### src/rtl/mac_seq_pkg.sv
// Shared types for the sequential MAC: FSM states, command opcodes and the
// iteration-counter width helper.
package mac_seq_pkg;

    typedef enum logic [1:0] {
        ST_IDLE = 2'd0,
        ST_MUL  = 2'd1,
        ST_ACC  = 2'd2
    } state_t;

    typedef enum logic [1:0] {
        OP_MAC     = 2'b00,
        OP_LOAD    = 2'b01,
        OP_CLEAR   = 2'b10,
        OP_SETMODE = 2'b11
    } op_t;

    // Bit-counter width for a W-bit multiplier; at least one bit.
    function automatic int cnt_w(input int w);
        return (w <= 2) ? 1 : $clog2(w);
    endfunction

endpackage

### src/rtl/spst_add_p.sv
// Split-half adder whose upper half is held at zero, with its inputs gated,
// whenever both upper operands are zero and no carry crosses the split.
module spst_add_p #(
    parameter int N = 20
) (
    input  logic [N-1:0] a,
    input  logic [N-1:0] b,
    output logic [N-1:0] sum,
    output logic         cout
);

    localparam int H = N / 2;
    localparam int U = N - H;

    logic [H:0]   lo;
    logic         upper_idle;
    logic [U-1:0] a_hi_g;
    logic [U-1:0] b_hi_g;
    logic [U:0]   hi;
    logic [U-1:0] hi_res;

    assign lo = {1'b0, a[H-1:0]} + {1'b0, b[H-1:0]};

    assign upper_idle = (a[N-1:H] == '0) && (b[N-1:H] == '0) && !lo[H];

    // Gated inputs keep the upper adder from toggling while it is bypassed.
    assign a_hi_g = upper_idle ? '0 : a[N-1:H];
    assign b_hi_g = upper_idle ? '0 : b[N-1:H];
    assign hi     = {1'b0, a_hi_g} + {1'b0, b_hi_g} + {{U{1'b0}}, lo[H]};
    assign hi_res = upper_idle ? '0 : hi[U-1:0];

    assign sum  = {hi_res, lo[H-1:0]};
    assign cout = upper_idle ? 1'b0 : hi[U];

endmodule

### src/rtl/mac_seq_spst.sv
// Sequential shift-add multiply-accumulate: W-cycle multiply, one-cycle fold
// into a wide accumulator through the SPST adder, saturate or wrap on carry.
module mac_seq_spst
    import mac_seq_pkg::*;
#(
    parameter int W           = 8,
    parameter int ACC_W       = 20,
    parameter bit SAT_DEFAULT = 1'b0
) (
    input  logic             clk,
    input  logic             rst_n,
    input  logic             in_valid,
    output logic             in_ready,
    input  logic [W-1:0]     in_a,
    input  logic [W-1:0]     in_b,
    input  logic [1:0]       in_op,
    input  logic             in_sat,
    output logic [ACC_W-1:0] acc,
    output logic             done,
    output logic             ovf,
    output logic             sat_mode
);

    localparam int CW = cnt_w(W);

    // Handshake: a command transfers on a clk edge where in_valid && in_ready;
    // in_ready is high only in IDLE and the source must hold in_valid and its
    // operands stable until that edge.  Operands are not sampled afterwards.

    // state is the single FSM register and is the intended probe point.
    state_t          state;
    state_t          state_nxt;
    op_t             op_reg;
    logic [2*W-1:0]  a_reg;
    logic [W-1:0]    b_reg;
    logic [2*W-1:0]  prod;
    logic [CW-1:0]   count;
    logic            accept;
    logic            mul_last;
    logic [ACC_W-1:0] prod_ext;
    logic [ACC_W-1:0] add_sum;
    logic            add_cout;

    assign in_ready = (state == ST_IDLE);
    assign accept   = in_valid && in_ready;
    assign mul_last = (count == CW'(W - 1));
    assign prod_ext = ACC_W'(prod);

    spst_add_p #(.N(ACC_W)) u_add (
        .a    (acc),
        .b    (prod_ext),
        .sum  (add_sum),
        .cout (add_cout)
    );

    always_ff @(posedge clk) begin
        if (!rst_n) begin
            state <= ST_IDLE;
        end else begin
            state <= state_nxt;
        end
    end

    always_comb begin
        state_nxt = state;
        case (state)
            ST_IDLE: begin
                if (accept && (op_t'(in_op) == OP_MAC || op_t'(in_op) == OP_LOAD)) begin
                    state_nxt = ST_MUL;
                end
            end
            ST_MUL: begin
                if (mul_last) begin
                    state_nxt = ST_ACC;
                end
            end
            ST_ACC:  state_nxt = ST_IDLE;
            default: state_nxt = ST_IDLE;
        endcase
    end

    always_ff @(posedge clk) begin
        if (!rst_n) begin
            acc      <= '0;
            ovf      <= 1'b0;
            sat_mode <= SAT_DEFAULT;
            done     <= 1'b0;
            op_reg   <= OP_MAC;
            a_reg    <= '0;
            b_reg    <= '0;
            prod     <= '0;
            count    <= '0;
        end else begin
            done <= 1'b0;
            case (state)
                ST_IDLE: begin
                    if (accept) begin
                        case (op_t'(in_op))
                            OP_MAC, OP_LOAD: begin
                                op_reg <= op_t'(in_op);
                                a_reg  <= (2*W)'(in_a);
                                b_reg  <= in_b;
                                prod   <= '0;
                                count  <= '0;
                            end
                            OP_CLEAR: begin
                                acc  <= '0;
                                ovf  <= 1'b0;
                                done <= 1'b1;
                            end
                            OP_SETMODE: begin
                                sat_mode <= in_sat;
                                done     <= 1'b1;
                            end
                            default: ;
                        endcase
                    end
                end
                ST_MUL: begin
                    if (b_reg[0]) begin
                        prod <= prod + (a_reg << count);
                    end
                    b_reg <= b_reg >> 1;
                    count <= count + 1'b1;
                end
                ST_ACC: begin
                    if (op_reg == OP_LOAD) begin
                        acc <= prod_ext;
                    end else if (add_cout) begin
                        ovf <= 1'b1;
                        acc <= sat_mode ? '1 : add_sum;
                    end else begin
                        acc <= add_sum;
                    end
                    done <= 1'b1;
                end
                default: ;
            endcase
        end
    end

endmodule
### config.mk
export PLATFORM = sky130hd
export DESIGN_NAME = mac_seq_spst
export DESIGN_NICKNAME = d
export VERILOG_FILES = /design/src/rtl/mac_seq_pkg.sv /design/src/rtl/spst_add_p.sv /design/src/rtl/mac_seq_spst.sv
export SDC_FILE = /design/constraint.sdc
export NUM_CORES = 1
export LEC_CHECK = 0
export ABC_AREA = 1
export CORE_MARGIN = 2
export CORE_UTILIZATION = 40
export CTS_BUF_LIST = sky130_fd_sc_hd__clkbuf_4 sky130_fd_sc_hd__clkbuf_8 sky130_fd_sc_hd__clkbuf_16
export CTS_CLUSTER_SIZE = 16
export DETAILED_ROUTE_END_ITERATION = 10
export PLACE_DENSITY_LB_ADDON = 0.05
export SLEW_MARGIN = 30
export SYNTH_ARGS = -nofsm -noshare
export SYNTH_HDL_FRONTEND = slang
export SYNTH_HIERARCHICAL = 1
export SYNTH_SLANG_ARGS = --single-unit
### constraint.sdc
create_clock -name clk -period 3.3 [get_ports clk]
set_input_delay 0.33 -clock clk [delete_from_list [all_inputs] [get_ports clk]]
set_output_delay 0.33 -clock clk [all_outputs]
set_load 0.05 [all_outputs]
## Yosys cells after proc, flatten, opt, wreduce, memory -nomap -nowiden

Index checks and enable logic that the tools add are counted.

| word-level totals | value |
|---|---|
| input bits | 22 |
| bits in registers | 62 |
| output and inout bits | 24 |
| word-level logic and storage cells | 83 |

| operators by class | value |
|---|---|
| mux-type cells | 31 |
| shift-type cells | 1 |
| $add $sub $neg | 5 |
| reduce and logical (&&, ||, !) cells | 21 |
| equal/unequal tests | 15 |

Operators by type and width:

| operator | number |
|---|---|
| 20-bit two-way mux | 5 |
| 16-bit two-way mux | 3 |
| 20-bit case mux with 2 select lines | 1 |
| 16-bit case mux with 2 select lines | 1 |
| 10-bit by 10-bit adder with 11-bit output | 2 |
| 10-bit zero test | 2 |
| 10-bit two-way mux | 2 |
| 16-bit adder | 1 |
| 8-bit two-way mux | 2 |
| 8-bit case mux with 2 select lines | 1 |
| 8-bit by 3-bit << shifter with 16-bit output | 1 |
| 3-bit AND reduction | 4 |
| 11-bit by 1-bit adder with 11-bit output | 1 |
| 2-bit by 1-bit inequality test with 1-bit output (second input constant) | 4 |
| 2-bit inequality test (second input constant) | 4 |
| 1-bit two-way mux | 7 |
| 2-bit by 1-bit == test with 1-bit output (second input constant) | 3 |
| 2-bit == test (second input constant) | 3 |
| 3-bit two-way mux | 2 |
| 6-bit two-way mux | 1 |
| 3-bit case mux with 2 select lines | 1 |
| 5-bit AND reduction | 1 |
| 1-bit logical AND | 4 |
| 2-bit zero test | 2 |
| other kinds (11) | 15 |

## Logic depth before layout (Yosys ltp)

Gate-level depths: netlist of the first run.

| logic depth | value |
|---|---|
| depth after elaboration | 11 |
| depth in mapped cells | 20 |
| depth with buffers taken out | 20 |

## By module

The synthesis of the first run kept the hierarchy.

By module, submodules not included:

| module | area each (um2) | cells each | times used | sequential area each (um2) |
|---|---|---|---|---|
| mac_seq_spst | 3812.4 | 544 | 1 | 1241.2 |
| spst_add_p | 1234.9 | 230 | 1 | 0.0 |

## Least setup slack after synthesis of the first run

OpenSTA, ideal clock, no wires.

| timing | value |
|---|---|
| path type | reg2reg |
| start point | reg acc[0] |
| end point | reg acc[1] |
| arrival time | 3.356 ns |
| data required time | 3.230 ns |
| stages on the path, launching flop included | 19 |
| path buffers | 1 |
| clock period less this slack | 3.427 ns |
| setup slack | -0.127 ns |
| library setup time | 0.070 ns |
| cell sequence | dfxtp_1 ha_1 inv_1 fa_1 inv_1 nand3_1 nand3_2 inv_1 fa_1 inv_1 fa_1 nor3b_1 nor2_1 nor2_1 nand2_1 nand2_2 buf_2 o221ai_1 a21oi_1 |

| on the way | value |
|---|---|
| word-level cells in the longest chain between the ends | 10 |
| elaborated cells between the ends (all ways) | 12 |
| those cells by class | add/sub (3); mux (7); reduce/logical (2) |

RTL lines:

| what | line | source |
|---|---|---|
| from (decl) | mac_seq_spst.sv:18 | `output logic [ACC_W-1:0] acc,` |
| from (signal assigned) | mac_seq_spst.sv:128 | `acc <= prod_ext;` |
| from (signal assigned) | mac_seq_spst.sv:131 | `acc <= sat_mode ? '1 : add_sum;` |
| from (signal assigned) | mac_seq_spst.sv:133 | `acc <= add_sum;` |
| 10-bit by 10-bit adder with 11-bit output (*) | spst_add_p.sv:22 | `assign lo = {1'b0, a[H-1:0]} + {1'b0, b[H-1:0]};` |
| 1-bit zero test | spst_add_p.sv:24 | `assign upper_idle = (a[N-1:H] == '0) && (b[N-1:H] == '0) && !lo[H];` |
| 1-bit logical AND | spst_add_p.sv:24 |  |
| 10-bit two-way mux or 6-bit two-way mux (tied branches) | spst_add_p.sv:27, spst_add_p.sv:28 |  |
| 10-bit by 10-bit adder with 11-bit output | spst_add_p.sv:29 | `assign hi = {1'b0, a_hi_g} + {1'b0, b_hi_g} + {{U{1'b0}}, lo[H]};` |
| 11-bit by 1-bit adder with 11-bit output | spst_add_p.sv:29 |  |
| 1-bit two-way mux (*) | spst_add_p.sv:33 | `assign cout = upper_idle ? 1'b0 : hi[U];` |
| named net add_cout | mac_seq_spst.sv:42 | `logic add_cout;` |
| 20-bit two-way mux (*) | mac_seq_spst.sv:129 | `end else if (add_cout) begin` |
| 20-bit two-way mux (*) | mac_seq_spst.sv:127 | `if (op_reg == OP_LOAD) begin` |
| 20-bit case mux with 2 select lines (*) | mac_seq_spst.sv:95 | `case (state)` |

Mark *: on every way through the listed nets, which the timed path passes. The rest lies on a longest branch.
A chain may end at the register's enable or synchronous reset.

## Worst setup path after layout of the first run

| timing | value |
|---|---|
| start point | reg acc[0] |
| end point | reg acc[6] |

The elaborated chain is that of the path after synthesis.

==> results.md, run 1 <==
* Status: complete, no violations
* Slowest-stage cell, CP: fa_1
* Least-Margin Pin Slew at 0.6546 ns
* P_leak at 2.860 nW
* Yosys cell types at 43
* Sequential area share after synthesis at 24.59%
* Pint at 1.669 mW
* Period minus WS final at 3.089 ns
* WL per Instance at 13.51 um
* Post-synth EDFFs at 0
* Iter 0 DRT Violations at 231
* Critical path buffers and inverters at 4
* Final #Nets at 880
* Top cell by count, worst path: inv_1
* Cell area power density at 361.5 nW/um^2
* Cells after synthesis at 774
* Hold Path Class: reg2reg
* CP arrival at 3.35 ns
* CP Class: reg2reg
* Hold Fails Final Rpt at 0
* Max Slew Vio Count at 0
* Final setup viols at 0
* Combinational share of power at 10.4%
* Dpl cell area at 5653 um^2
* Commonest non-fill, non-tap cell in the layout: nand2_1
* Clock share of power at 53.7%
* H-tree depth at 3
* Clock root cell: clkbuf_16
* Register share of total power at 36.0%
* Post-route ant nets at 0
* Num rows at 41
* Crit Path Max Fanout at 8
* Flops & latches, synth at 62
* DRT met1 WL at 6794 um
* Ports at 46
* Via density at 4.948
* Worst VDD drop at 0.0001938 V
* Sink Count at 62
* Post-Synth Adder-Cell Area at 10.51%
* Register area at 1245 um^2
* Xor/xnor share of the synthesized area at 1.909%
* Post-synth ARST share at 0%
* Num CTS Buffers at 9
* Main synth FF type: dfxtp_1
* Fin Clk Skew at 0.007468 ns
* DR WL met3 at 501 um
* Worst R2R Path Depth at 17
* Placement Setup Slack at 0.03989 ns
* 1st-pass router iterations at 5
* Gr ovfl total at 0
* Largest net degree at the start of global routing at 33
* Most frequent cells in the layout: nand2_1, inv_1, nor2_1, dfxtp_1, a21oi_1
* Core Box Area at 12470 um^2
* Die width at 116.3 um
* Max Cap Viol at 0
* Startpoint types: flip-flop
* CP required at 3.56 ns
* Synthesized area at 5047 um^2
* IO Port Bufs at 45
* Design area at 6075 um^2
* Fmax at 323.8 MHz
* Area delta synth->final at 20.35%
* CP Depth at 17
* Vias in the first global route at 4528
* Net Sw Frac at 23.99%
* DPL Wire Length at 10220 um
* Filler cell count at 1307
* Final wirelength at 13450 um
* Compound-Gate Fraction of Synth Area at 17.06%
* Worst skew pair latency at 0.34 ns
* Mux contribution to synthesized area at 0.7933%
* CP endpoint kind: flip-flop
* Highest routed layer: met4
* Max reg flops at 20
* Max incr delay on CP at 0.43 ns
* Layout cell share with drive strength beyond 1 at 12.88%
* GRT Util Overall at 20.91%
* CTS clk-pin slew, worst paths at 0.05 ns
* WHS Path Cells at 2
* Initial antenna violation count at 0
* Clk buf depth at 2
* Largest family of logic cells by synthesized area: simple AND/OR/NAND/NOR gates
* Tcrit/Tclk final at 93.60%
* Post-Synth Simple-Gate Area at 33.22%
* Global-route wire length before repair at 22120 um
* Chip Height at 116.3 um
* Final setup margin at 0.2112 ns
* Hold buffer count at cts at 0
* CTS tree: built
* CP top delay family: adder cells
* Top Registers: acc (20), prod (16)
* Yosys Warn Count at 6
* Die area at 13530 um^2
* Met2 routed WL at 5984 um
* Remaining DRCs at 0
* Top reg by flops: acc
* Final GP Congestion at 0.9282
* Syn_area_per_cell at 6.521 um^2
* Initial Util at 40.49%
* Worst rel slew slack at 56.30%
* Ant diodes at 0
* Critical-path cell list: ha_2 > inv_1 > fa_2 > inv_1 > nand3_1 > nand3_2 > inv_1 > fa_1 > inv_2 > fa_2 > nor3b_2 > nor2_1 > nor2_1 > nand2_2 > nand2_4 > o221ai_1 > a21oi_1
* Multi-input logic area at 3272 um^2
* Via Count at 4923
* Switching power at 0.5270 mW
-- through the flow --
step | cells | total power, mW | TNS, ns | util [%] | hold slack (ns)
finish | 995 | 2.196 | 0 | 48.73 | 0.4696
global route | 995 | 2.293 | -0.01404 | 48.73 | 0.4910
CTS | 992 | 2.223 | 0 | 48.30 | 0.4719
detailed placement | 976 | 1.031 | 0 | 45.35 | 0.4570
global placement | 976 | 1.029 | 0 | 45.35 | 0.4609
floorplan | 781 | 0.9672 | 0 | - | 0.4404
-- final timing paths --
kind              slack [ns]       end      from
hold reg to reg         0.47  b_reg[7]  b_reg[7]
setup reg to reg        0.21    acc[6]    acc[0]
hold / removal          0.47  b_reg[7]  b_reg[7]
setup / recovery        0.21    acc[6]    acc[0]
-- cell families after synthesis --
logic type,count (synthesis)
and+or+nand+nor,382
buffers and inverters,138
AOI/OAI and AO/OA,136
DFF,62
adders and majority gates,40
xor gates and xnor gates,11
muxes,4
other,1
-- area by class of cell --
type                       instances  area share, %
multi-input combinational        582          53.86
clock inverter                     7          2.348
sequential                        62          20.49
clock buffer                       9          3.708
timing repair buffer              64          9.763
inverter                          99          6.282
tap                              172          3.543
-- repair_timing --
action                                  4_1_cts  5_1_grt
endpoints found under the setup margin        0       20
resized for setup                             0       10
setup buffers                                 0        2
-- synth_stat cells (2+ instances only) --
| cell | instances | area [um^2] |
|---|---|---|
| o21ai_0 | 33 | 165.2 |
| nor2_2 | 3 | 18.77 |
| a21oi_2 | 14 | 122.6 |
| clkinv_1 | 2 | 7.510 |
| xor2_1 | 6 | 52.55 |
| ha_1 | 36 | 450.4 |
| inv_2 | 4 | 15.01 |
| dfxtp_1 | 62 | 1241 |
| nand4_1 | 9 | 56.30 |
| buf_2 | 4 | 20.02 |
| nand2_1 | 212 | 795.8 |
| fa_1 | 4 | 80.08 |
| nand3_2 | 5 | 50.05 |
| o21bai_1 | 4 | 30.03 |
| nand2_2 | 15 | 93.84 |
| nand3_1 | 40 | 200.2 |
| inv_4 | 4 | 25.02 |
| nor2_1 | 78 | 292.8 |
| xnor2_1 | 5 | 43.79 |
| a21oi_4 | 2 | 32.53 |
| nand3b_1 | 4 | 30.03 |
| mux2i_1 | 4 | 40.04 |
| nor3_1 | 4 | 20.02 |
| o21ai_1 | 2 | 10.01 |
| a211oi_1 | 2 | 15.01 |
| a31oi_1 | 10 | 62.56 |
| inv_1 | 89 | 334.1 |
| buf_6 | 6 | 67.56 |
| clkbuf_1 | 26 | 97.59 |
| nor2_8 | 2 | 40.04 |
| or2_2 | 6 | 37.54 |
| nor2_4 | 2 | 22.52 |
| o221ai_1 | 16 | 140.1 |
| a21oi_1 | 50 | 250.2 |
-- routing by layer --
layer	track usage, %	vias up
met5	0	-
met4	5.397	0
met1	29.27	2224
met2	33.22	97
met3	3.840	18
li1	-	2584
-- worst register-to-register path, stage by stage (launching register included) --
cell and delay, ns:
dfxtp_2 0.34, ha_2 0.19, inv_1 0.06, fa_2 0.34, inv_1 0.08, nand3_1 0.09
nand3_2 0.10, inv_1 0.06, fa_1 0.43, inv_2 0.09, fa_2 0.23, nor3b_2 0.16
nor2_1 0.07, nor2_1 0.17, nand2_2 0.15, nand2_4 0.18, o221ai_1 0.14, a21oi_1 0.16
-- power by group through the flow --
stage / combinational (mW) / clock (mW) / sequential [mW]
finish: 0.228 / 1.18 / 0.790
global route: 0.255 / 1.25 / 0.793
CTS: 0.227 / 1.21 / 0.789
detailed placement: 0.226 / 0 / 0.806
global placement: 0.224 / 0 / 0.805
floorplan: 0.167 / 0 / 0.800
Power figures use the tool's default switching activity.
==> run 2, diff against run 1 <==
--- a/config.mk
+++ b/config.mk
@@ -5,7 +5,6 @@
 export SDC_FILE = /design/constraint.sdc
 export NUM_CORES = 1
 export LEC_CHECK = 0
-export ABC_AREA = 1
 export CORE_MARGIN = 2
 export CORE_UTILIZATION = 40
 export CTS_BUF_LIST = sky130_fd_sc_hd__clkbuf_4 sky130_fd_sc_hd__clkbuf_8 sky130_fd_sc_hd__clkbuf_16
==> run 2 against run 1 <==
Net effect: the flow now finishes with violations (negative setup slack); first-iteration DRC count fell by 20%; sequential power down 1%; critical path type unchanged; global-route usage shrank 0.34 points; largest cell class unchanged; final cell count decreased by 21%; core utilization is 4.4 points higher; fmax is 16% lower; clock skew down 0.0010 ns; sequential cell count unchanged; hold slack lost 0.015 ns.
==> results.md, run 2 <==
* Clk buf depth at 2 (unchanged)
* Hold Fails Final Rpt at 0 (unchanged)
* DR WL met3 at 322 um (-36%)
* Via Count at 4292 (-13%)
* Syn_area_per_cell at 8.085 um^2 (+24%)
* 1st-pass router iterations at 4 (-1)
* Ports at 46 (unchanged)
* Most frequent cells in the layout: nand2_1, buf_4, dfxtp_1, clkdlybuf4s50_1, ha_1
* Compound-Gate Fraction of Synth Area at 27.69% (+11 points)
* Crit Path Max Fanout at 8 (unchanged)
* Reg2Reg Launch Point: acc[0]
* Hold Slack at 0.4550 ns (-0.01462 ns)
* Cell area power density at 328.2 nW/um^2 (-9.2%)
* Status: complete, but fails checks
* Sequential area share after synthesis at 27.17% (+2.6 points)
* Layout cell share with drive strength beyond 1 at 20.59% (+7.7 points)
* Vias in the first global route at 4215 (-6.9%)
* Leading area contributor after synthesis: dfxtp_1
* Final setup margin at -0.3666 ns (-0.5778 ns)
* Clock root cell: clkbuf_16
* Iter 0 DRT Violations at 184 (-20%)
* Synth top area cells: dfxtp_1, ha_1, nand2_1
* Largest family of logic cells by synthesized area: compound AO/OA/AOI/OAI gates
* Dpl cell area at 5542 um^2 (-2.0%)
* CP Class: reg2reg
* Via density at 5.440 (+9.9%)
* Top reg by flops: acc
* Hold buffer count at cts at 0 (unchanged)
* Ant diodes at 0 (unchanged)
* Post-route ant nets at 0 (unchanged)
* Startpoint types: flip-flop
* Failing checks: negative setup slack
* Area delta synth->final at 31.01%
* Met2 routed WL at 5576 um (-6.8%)
* Remaining DRCs at 0 (unchanged)
* CP required at 3.52 ns (-0.04 ns)
* Max reg flops at 20 (unchanged)
* Yosys cell types at 65 (+51%)
* Post-Synth Simple-Gate Area at 21.72% (-11 points)
* Xor/xnor share of the synthesized area at 3.068% (+1.2 points)
* Worst Hold Launch: op_reg[0]
* Gr ovfl total at 0 (unchanged)
* Mux contribution to synthesized area at 3.205% (+2.4 points)
* Commonest non-fill, non-tap cell in the layout: nand2_1
* Hold Path Class: reg2reg
* Flops & latches, synth at 62 (unchanged)
* Core Box Area at 11270 um^2 (-9.6%)
* CTS clk-pin slew, worst paths at 0.06 ns (about the same)
* CP arrival at 3.88 ns (+0.53 ns)
* DPL Wire Length at 8881 um (-13%)
* CP endpoint kind: flip-flop
* Least-Margin Pin Slew at 0.8461 ns (+0.1915 ns)
* Final GP Congestion at 0.8884 (-4.3%)
* Top Registers: acc (20), prod (16)
* Tcrit/Tclk final at 111.1% (+18 points)
* Sink Count at 62 (unchanged)
* Num rows at 39 (-4.9%)
* Final wirelength at 11950 um (-11%)
* Num CTS Buffers at 9 (unchanged)
* Max Cap Viol at 0 (unchanged)
* Design area at 5984 um^2 (-1.5%)
* Critical path buffers and inverters at 3 (-1)
* GRT Util Overall at 20.57% (-0.34 points)
* Die area at 12290 um^2 (-9.2%)
* Post-synth ARST share at 0% (unchanged)
* H-tree depth at 3 (unchanged)
* Cells after synthesis at 565 (-27%)
* Post-synth EDFFs at 0 (unchanged)
* Chip Height at 110.9 um (-4.7%)
* Worst VDD drop at 0.0003086 V (+59%)
* Largest net degree at the start of global routing at 23 (-30%)
* Top cell type's share of synthesized area at 27.17% (+2.6 points)
* Post-Synth Adder-Cell Area at 11.61% (+1.1 points)
* Top cell by count, worst path: fa_2
* P_leak at 2.508 nW (-12%)
* Crit path launch: acc[0]
* DRT met1 WL at 5867 um (-14%)
* Yosys Warn Count at 6 (unchanged)
* Max incr delay on CP at 0.35 ns (-0.08 ns)
* Slowest-stage cell, CP: a311o_2
* Max Slew Vio Count at 0 (unchanged)
* Worst skew pair latency at 0.34 ns (about the same)
* IO Port Bufs at 45 (unchanged)
* CTS tree: built
* Die width at 110.9 um (-4.7%)
* Most common library cells after synthesis: nand2_1, dfxtp_1, ha_1
* Fin Clk Skew at 0.006471 ns (-0.0009966 ns)
* Final setup viols at 21 (+21)
* Final #Nets at 703 (-20%)
* Critical-path cell list: ha_4 > inv_2 > fa_2 > nor2b_1 > o21a_1 > a311o_2 > a211oi_2 > fa_2 > inv_2 > fa_2 > a21o_1 > a22oi_2 > a21oi_2 > a211oi_2 > nor3_2 > nand2_1 > nand2_4 > buf_12 > o221ai_1 > a21boi_0
* Initial antenna violation count at 0 (unchanged)
* WL per Instance at 15.15 um (+12%)
* Global-route wire length before repair at 20660 um (-6.6%)
* Worst rel slew slack at 43.39% (-13 points)
* Initial Util at 40.53% (about the same)
* Main synth FF type: dfxtp_1
* Most frequent cell after synthesis: nand2_1
* Period minus WS final at 3.667 ns (+0.5778 ns)
* Fmax at 272.7 MHz (-16%)
* Synthesized area at 4568 um^2 (-9.5%)
* Highest routed layer: met4
* CP top delay family: compound AO/OA/AOI/OAI gates
* Setup repair after global routing missed its margin: yes
[run 2: repair_timing]
action                     4_1_cts  5_1_grt
gates resized for setup         14        6
cloned                           1        0
setup buffers                    4        2
pin swaps                        9       12
setup endpoints to repair       21       21
[run 2: cells by family (layout without fill, tap and decap cells)]
family	Yosys count	in the layout
AND/OR/NAND/NOR	201	201
AO/OA/AOI/OAI	171	171
flip-flops	62	62
buffers and inverters	60	134
adder cells (fa/ha/maj)	40	40
XOR/XNOR	16	16
multiplexers	14	14
other	1	8
[run 2: path summary, 6_finish.rpt]
| kind | endpoint | slack, ns | depth (start not counted) |
|---|---|---|---|
| hold reg to reg | op_reg[0] | 0.45 | 2 |
| setup reg to reg | acc[9] | -0.37 | 20 |
| hold / removal | op_reg[0] | 0.45 | 2 |
| setup / recovery | acc[9] | -0.37 | 20 |
[run 2: power by group]
part	internal (mW)	switching (mW)
Sequential	0.765	0.0152
Clock	0.641	0.350
Combinational	0.0886	0.104
[run 2: layout make-up]
cell class	instances	area, um^2
repair buffers	103	918.4
clock inverters	3	42.54
fillers	1104	5288
flip-flops and latches	62	1255
inverters	15	56.30
well taps	143	178.9
multi-input cells	450	3266
clock buffers	13	267.8
[run 2: worst register-to-register path, stage by stage, from the launching register on]
cell	delay [ns]
dfxtp_4	0.34
ha_4	0.15
inv_2	0.05
fa_2	0.19
nor2b_1	0.04
o21a_1	0.18
a311o_2	0.35
a211oi_2	0.26
fa_2	0.25
inv_2	0.04
fa_2	0.35
a21o_1	0.19
a22oi_2	0.15
a21oi_2	0.10
a211oi_2	0.24
nor3_2	0.07
nand2_1	0.11
nand2_4	0.09
buf_12	0.16
o221ai_1	0.14
a21boi_0	0.10
[run 2: per-layer routing]
metal	vias to the layer above	track usage, %
li1	2198	-
met1	2005	27.64
met2	74	33.66
met3	15	3.280
met4	0	7.000
met5	-	0
[run 2: through the flow]
stage | total power, mW | instances | worst slack, ns | TNS (ns) | util [%]
after global routing | 2.048 | 789 | -0.5986 | -11.64 | 53.09
final | 1.964 | 789 | -0.3666 | -6.603 | 53.09
after CTS | 1.994 | 787 | -0.3622 | -6.504 | 52.74
after floorplan | 0.9186 | 572 | -0.3597 | -5.614 | -
after detailed placement | 0.9835 | 766 | -0.4088 | -7.155 | 49.16
after global placement | 0.9803 | 766 | -0.3568 | -6.233 | 49.16
